[src/rtl/muxcont_rr_lock_if.sv]
`default_nettype none
// ============================================================================
// Module   : muxcont_rr_lock_if
// Brief    : Handshake bundle between the input channels / downstream port
//            and one output-port mux controller of the router crossbar.
// Revision : 1.0  initial release
// ============================================================================
interface muxcont_rr_lock_if #(
  parameter int NPORT = 5,
  parameter int PORTW = 3
);

  // Input-channel side: per-input flit presentation
  logic [NPORT-1:0]       req_i;
  logic [NPORT*PORTW-1:0] dst_i;
  logic [NPORT-1:0]       mc_i;
  logic [NPORT-1:0]       tail_i;
  // Downstream flow control
  logic                   ready_i;
  // Controller results
  logic [NPORT-1:0]       grt_o;
  logic [NPORT-1:0]       sel_o;
  logic                   busy_o;
  logic [NPORT-1:0]       mc_ct_o;

  // Driver of the channels (router / testbench)
  modport master (
    output req_i, dst_i, mc_i, tail_i, ready_i,
    input  grt_o, sel_o, busy_o, mc_ct_o
  );

  // The mux controller itself
  modport slave (
    input  req_i, dst_i, mc_i, tail_i, ready_i,
    output grt_o, sel_o, busy_o, mc_ct_o
  );

endinterface
`default_nettype wire

[src/rtl/muxcont_rr_lock.sv]
`default_nettype none
// ============================================================================
// Module   : muxcont_rr_lock
// Brief    : Output-port mux controller. Round-robin arbitration over NPORT
//            inputs with multicast/absorb priority, wormhole lock from head
//            to tail flit, and aging that lets starved unicast traffic past
//            a stream of multicast winners. Drives a combinational one-hot
//            grant and a registered one-hot crossbar select.
// Revision : 1.0  initial release
// ============================================================================
module muxcont_rr_lock #(
  parameter int NPORT   = 5,
  parameter int PORTW   = 3,
  parameter int PORTID  = 0,
  parameter int AGE_MAX = 8
) (
  input  logic               clk,
  input  logic               rst,
  muxcont_rr_lock_if.slave   bus
);

  localparam int c_ptr_w = (NPORT > 1) ? $clog2(NPORT) : 1;
  localparam int c_age_w = (AGE_MAX > 0) ? $clog2(AGE_MAX + 1) : 1;

  localparam logic [c_ptr_w-1:0] c_ptr_last = c_ptr_w'(NPORT - 1);
  localparam logic [c_age_w-1:0] c_age_max  = c_age_w'(AGE_MAX);
  localparam logic [PORTW-1:0]   c_port_id  = PORTW'(PORTID);

  typedef enum logic [0:0] {
    ST_IDLE   = 1'b0,
    ST_LOCKED = 1'b1
  } state_t;

  // --------------------------------------------------------------------------
  // State
  // --------------------------------------------------------------------------
  state_t             r_state;
  logic [c_ptr_w-1:0] r_ptr;     // last input served; search starts one past it
  logic [c_ptr_w-1:0] r_owner;   // input holding the wormhole lock
  logic [c_age_w-1:0] r_age;     // multicast wins over waiting unicast traffic
  logic [NPORT-1:0]   r_sel;

  // --------------------------------------------------------------------------
  // Combinational
  // --------------------------------------------------------------------------
  logic [NPORT-1:0]   w_elig;
  logic [NPORT-1:0]   w_mcmask;
  logic [NPORT-1:0]   w_cand;
  logic               w_mc_pri;
  logic               w_nonmc_wait;
  logic [c_ptr_w-1:0] w_scan;
  logic               w_win_found;
  logic [c_ptr_w-1:0] w_win_idx;
  logic [NPORT-1:0]   w_win_oh;
  logic [NPORT-1:0]   w_owner_oh;
  logic [NPORT-1:0]   w_grt;
  logic [c_ptr_w-1:0] w_gidx;
  logic               w_xfer;
  logic               w_g_tail;
  logic               w_g_mc;
  logic               w_age_inc;

  // Wrap-around successor of an input index
  function automatic logic [c_ptr_w-1:0] next_idx(input logic [c_ptr_w-1:0] p);
    if (p == c_ptr_last) begin
      return '0;
    end
    return p + c_ptr_w'(1);
  endfunction

  // Per-input eligibility and one-hot decodes of owner and winner
  for (genvar gi = 0; gi < NPORT; gi++) begin : g_port
    assign w_elig[gi]     = bus.req_i[gi] &
                            (bus.mc_i[gi] | (bus.dst_i[gi*PORTW +: PORTW] == c_port_id));
    assign w_owner_oh[gi] = (r_owner == c_ptr_w'(gi));
    assign w_win_oh[gi]   = w_win_found & (w_win_idx == c_ptr_w'(gi));
  end

  // Multicast candidates take precedence unless unicast has aged out
  assign w_mcmask     = w_elig & bus.mc_i;
  assign w_nonmc_wait = |(w_elig & ~bus.mc_i);
  assign w_mc_pri     = (|w_mcmask) & (r_age < c_age_max);
  assign w_cand       = w_mc_pri ? w_mcmask : w_elig;

  // Round-robin search: first candidate at or after ptr+1, wrapping
  always_comb begin
    w_win_found = 1'b0;
    w_win_idx   = r_ptr;
    w_scan      = r_ptr;
    for (int k = 0; k < NPORT; k++) begin
      w_scan = next_idx(w_scan);
      if (!w_win_found && w_cand[w_scan]) begin
        w_win_found = 1'b1;
        w_win_idx   = w_scan;
      end
    end
  end

  // Grant: arbitration winner when idle, only the requesting owner when locked
  always_comb begin
    w_grt = '0;
    if (!rst) begin
      if (r_state == ST_IDLE) begin
        w_grt = w_win_oh;
      end else begin
        w_grt = w_owner_oh & bus.req_i;
      end
    end
  end

  assign w_gidx    = (r_state == ST_LOCKED) ? r_owner : w_win_idx;
  assign w_xfer    = (|(w_grt & bus.req_i)) & bus.ready_i;
  assign w_g_tail  = bus.tail_i[w_gidx];
  assign w_g_mc    = bus.mc_i[w_gidx];
  // Age only counts multicast wins taken at arbitration while unicast waited
  assign w_age_inc = (r_state == ST_IDLE) & w_g_mc & w_nonmc_wait & (r_age < c_age_max);

  // --------------------------------------------------------------------------
  // Outputs
  // --------------------------------------------------------------------------
  assign bus.grt_o   = w_grt;
  assign bus.sel_o   = r_sel;
  assign bus.busy_o  = (r_state == ST_LOCKED) & ~rst;
  assign bus.mc_ct_o = bus.req_i & bus.mc_i & ~w_grt;

  // Lock FSM, round-robin pointer, aging counter and crossbar select
  always_ff @(posedge clk) begin
    if (rst) begin
      r_state <= ST_IDLE;
      r_ptr   <= c_ptr_last;
      r_owner <= '0;
      r_age   <= '0;
      r_sel   <= '0;
    end else begin
      r_sel <= w_xfer ? w_grt : '0;

      if (w_xfer) begin
        if (!w_g_mc) begin
          r_age <= '0;
        end else if (w_age_inc) begin
          r_age <= r_age + c_age_w'(1);
        end
      end

      case (r_state)
        ST_IDLE: begin
          if (w_xfer) begin
            if (w_g_tail) begin
              r_ptr <= w_win_idx;
            end else begin
              r_state <= ST_LOCKED;
              r_owner <= w_win_idx;
            end
          end
        end
        ST_LOCKED: begin
          if (w_xfer && w_g_tail) begin
            r_state <= ST_IDLE;
            r_ptr   <= r_owner;
          end
        end
        default: r_state <= ST_IDLE;
      endcase
    end
  end

  // --------------------------------------------------------------------------
  // Structural invariants
  // --------------------------------------------------------------------------
  a_grt_onehot: assert property (@(posedge clk) disable iff (rst) $onehot0(w_grt));
  a_grt_req:    assert property (@(posedge clk) disable iff (rst) (w_grt & ~bus.req_i) == '0);
  a_sel_onehot: assert property (@(posedge clk) disable iff (rst) $onehot0(r_sel));

endmodule
`default_nettype wire

[src/flat_wrapper.sv]
// flat-port wrapper written by rule: the top's interface ports become plain ports
module muxcont_rr_lock_flat 
#(
  parameter int NPORT   = 5,
  parameter int PORTW   = 3,
  parameter int PORTID  = 0,
  parameter int AGE_MAX = 8
)
  (clk, rst, bus_req_i, bus_dst_i, bus_mc_i, bus_tail_i, bus_ready_i, bus_grt_o, bus_sel_o, bus_busy_o, bus_mc_ct_o);
  muxcont_rr_lock_if #(.NPORT(NPORT), .PORTW(PORTW)) bus_i ();
  input  logic clk;
  input  logic rst;
  input wire logic [$bits(bus_i.req_i)-1:0] bus_req_i;
  input wire logic [$bits(bus_i.dst_i)-1:0] bus_dst_i;
  input wire logic [$bits(bus_i.mc_i)-1:0] bus_mc_i;
  input wire logic [$bits(bus_i.tail_i)-1:0] bus_tail_i;
  input wire logic [$bits(bus_i.ready_i)-1:0] bus_ready_i;
  output wire logic [$bits(bus_i.grt_o)-1:0] bus_grt_o;
  output wire logic [$bits(bus_i.sel_o)-1:0] bus_sel_o;
  output wire logic [$bits(bus_i.busy_o)-1:0] bus_busy_o;
  output wire logic [$bits(bus_i.mc_ct_o)-1:0] bus_mc_ct_o;
  assign bus_i.req_i = bus_req_i;
  assign bus_i.dst_i = bus_dst_i;
  assign bus_i.mc_i = bus_mc_i;
  assign bus_i.tail_i = bus_tail_i;
  assign bus_i.ready_i = bus_ready_i;
  assign bus_grt_o = bus_i.grt_o;
  assign bus_sel_o = bus_i.sel_o;
  assign bus_busy_o = bus_i.busy_o;
  assign bus_mc_ct_o = bus_i.mc_ct_o;
  muxcont_rr_lock #(.NPORT(NPORT), .PORTW(PORTW), .PORTID(PORTID), .AGE_MAX(AGE_MAX)) u_core (.clk(clk), .rst(rst), .bus(bus_i));
endmodule
[config.mk]
export PLATFORM = sky130hd
export DESIGN_NAME = muxcont_rr_lock_flat
export DESIGN_NICKNAME = d
export VERILOG_FILES = /design/src/rtl/muxcont_rr_lock_if.sv /design/src/rtl/muxcont_rr_lock.sv /design/src/flat_wrapper.sv
export SDC_FILE = /design/constraint.sdc
export NUM_CORES = 1
export LEC_CHECK = 0
export CORE_MARGIN = 10
export CORE_UTILIZATION = 53
export DETAILED_ROUTE_END_ITERATION = 8
export PLACE_DENSITY = 0.81
export SYNTH_ARGS = -nofsm -noshare
export SYNTH_HDL_FRONTEND = slang
export SYNTH_SLANG_ARGS = --single-unit
export TNS_END_PERCENT = 30
[constraint.sdc]
create_clock -name clk -period 7.4 [get_ports clk]
set_input_delay 2.22 -clock clk [delete_from_list [all_inputs] [get_ports clk]]
set_output_delay 2.22 -clock clk [all_outputs]
set_load 0.01 [all_outputs]
==> metrics.txt <==
worst clock skew between 0.004 and 0.005 ns; row cnt 25; Post-synth EDFFs 0; RSZ-0062 raised after global routing yes; Initial Util 0.5409; Final nets ~500; initial antenna violation count 0; R2R Path Start u_core.r_ptr[1]; DR WL/cell roughly 29 um; worst skew pair latency ~0.26 ns; DRT iter0 DRCs 707; syn avg cell area between 7 and 8 sq um; GPL Wtd Cong just over 1; endpoints failing setup 8; post-route ant nets 0; met2 Track Usage GR 0.4927; Period minus WS final between 7 and 8 ns; largest net degree at the start of global routing 20; critical path capture point type output port; grt met3 use 0.05561; WL final approximately 15000 um; vias per cell ~7.7; status finished with violations; CP Launch Point bus_mc_i[0]; Net Count, Synth 380; R2R setup slack around 1.5 ns; clock root buffer master clkbuf_8; worst relative slew slack 0.4324; Syn Std Cell Area ~2500 sq um; remaining routing DRC violations 10; Unique masters post-synth 88; Fin Setup TNS -2.332 ns; GR Overflow Total 0; Worst Setup Slack, final -0.3655 ns; Post-CTS Hold Fix Bufs 0; Worst-path clk slew 0.07 ns; first-pass GRT wire length 18020 um; die span in x 88.97 um; crit path max fanout 5; layout cells sized above 1 0.4104; Final Hold Fails 0; H-tree depth 1; Final period util 1.049; #FFs+latches synth 16; dominant cell type by area after synthesis dfxtp_1; Area contributors post-synth dfxtp_1 (13%), nand2_1 (4.9%), a21oi_1 (4.6%); crit path capture bus_mc_ct_o[1]; critical path startpoint category input port; maximum clock rate 128.8 MHz; Ant. Diodes 0; area delta synth->final 60.30%; GRT busiest layer met2; max cap viols 0; Core Footprint around 4700 sq um; most frequent cells after synthesis nand2_1 (33), a21oi_1 (23), nor2_1 (23); CTS Buffer Depth 2; GR Util met1 0.3100; Seq/Total Area, Yosys 0.1270; die area roughly 8000 sq um; hold slack slightly above 0.5 ns; Least-Margin Pin Slew 0.8515 ns; Slew Limit Fails 0; Yosys warning count 0; drt first pass iters 9; worst reg2reg path depth 20; Sink Count 16; port buffer count 48; Worst EP arrival 5.55 ns; detailed placement HPWL between 7000 and 8000 um; critical path class input port to output port; Mapped Cells 342; Synth async-reset ratio 0; GRT Util Overall 0.2868; Final Core Density 0.8671; I/O pin total 49; top_reg_cell synth dfxtp_1; die height a little under 90 um; failing checks DRC, setup timing; CTS tree done; FF-to-FF End u_core.r_ptr[1]; CTS Buf Count 3; Critical Path RT ~5.2 ns; routed vias 3991; Yosys top cell area share 0.1270; count leader, synth nand2_1; via count of the first global-routing pass about 3700; Hold Crit Class register to register
==> logic make-up (layout without fill, tap and decap cells) <==
logic type / Yosys count / in the layout / share of synthesized area
AOI/OAI and AO/OA: 140 / 140 / 0.4387
and+or+nand+nor: 136 / 136 / 0.2873
buffers and inverters: 29 / 150 / 0.05310
DFF: 16 / 16 / 0.1270
muxes: 11 / 11 / 0.05161
adders and majority gates: 5 / 5 / 0.02481
xor gates and xnor gates: 5 / 5 / 0.01737
==> sequential cells by signal, indices dropped and copies added (netlist names), named ones only <==
register          count
u_core.r_age          4
u_core.r_ptr          3
u_core.r_owner        3
u_core.bus.sel_o      5
==> what timing repair did <==
action,CTS,global route
buffers inserted,17,13
gates resized for setup,98,70
endpoints found under the hold margin,0,0
pin swaps,33,39
endpoints found under the setup margin,10,10
==> cell usage in the layout (no fill, tap or decap), drive strengths merged, types with 9 or more instances in the layout <==
cell type and count:
a211oi 9, a21oi 27, and2 12, buf 98, clkdlybuf4s50 21, dfxtp 16, inv 11, nand2 34
nand3 12, nor2 23, nor3 19, o21ai 24
==> final cells by class <==
type                       instances  area (sq um)
multi-input combinational        297          2427
sequential                        16         320.3
clock buffer                       4         55.05
fill                             229         619.3
tap                               54         67.56
inverter                          13         48.80
timing repair buffer             133          1122
==> routing by layer <==
metal	vias up	part of all wire
met1	1773	0.33
li1	1585	-
met2	435	0.44
met3	198	0.13
met4	0	0.10
met5	-	0
==> worst max-delay path, stage by stage <==
cell      delay, ns
buf_6          0.10
a222oi_1       0.41
buf_4          0.24
buf_6          0.11
nand3_4        0.07
a211oi_2       0.29
o221ai_2       0.17
buf_4          0.17
o211ai_1       0.22
nand2_1        0.21
o211a_4        0.23
a211o_1        0.29
a21oi_2        0.18
nor2_2         0.08
a32o_2         0.31
nor2_1         0.10
buf_2          0.14
==> worst min path at each step <==
stage	startpoint	to	cells after the start
finish	u_core.r_age[2]	u_core.r_age[2]	2
global route	u_core.r_age[2]	u_core.r_age[2]	2
CTS	u_core.r_age[2]	u_core.r_age[2]	2
detailed placement	u_core.r_age[2]	u_core.r_age[2]	2
global placement	u_core.r_age[0]	u_core.r_age[0]	1
floorplan	u_core.r_age[0]	u_core.r_age[0]	1
==> metrics by stage <==
step | worst slack [ns] | std cells | cell area [sq um]
2_1_floorplan | 0.1975 | 342 | 2521
3_3_place_gp | -0.7590 | 486 | 3420
3_5_place_dp | -0.8194 | 486 | 3420
4_1_cts | 0.001572 | 506 | 3776
5_1_grt | -0.5014 | 517 | 4041
6_report | -0.3655 | 517 | 4041
Power is left out: the tool's default activity adds up to more than one toggle a clock period on the data nets, which glitch-free logic cannot reach.
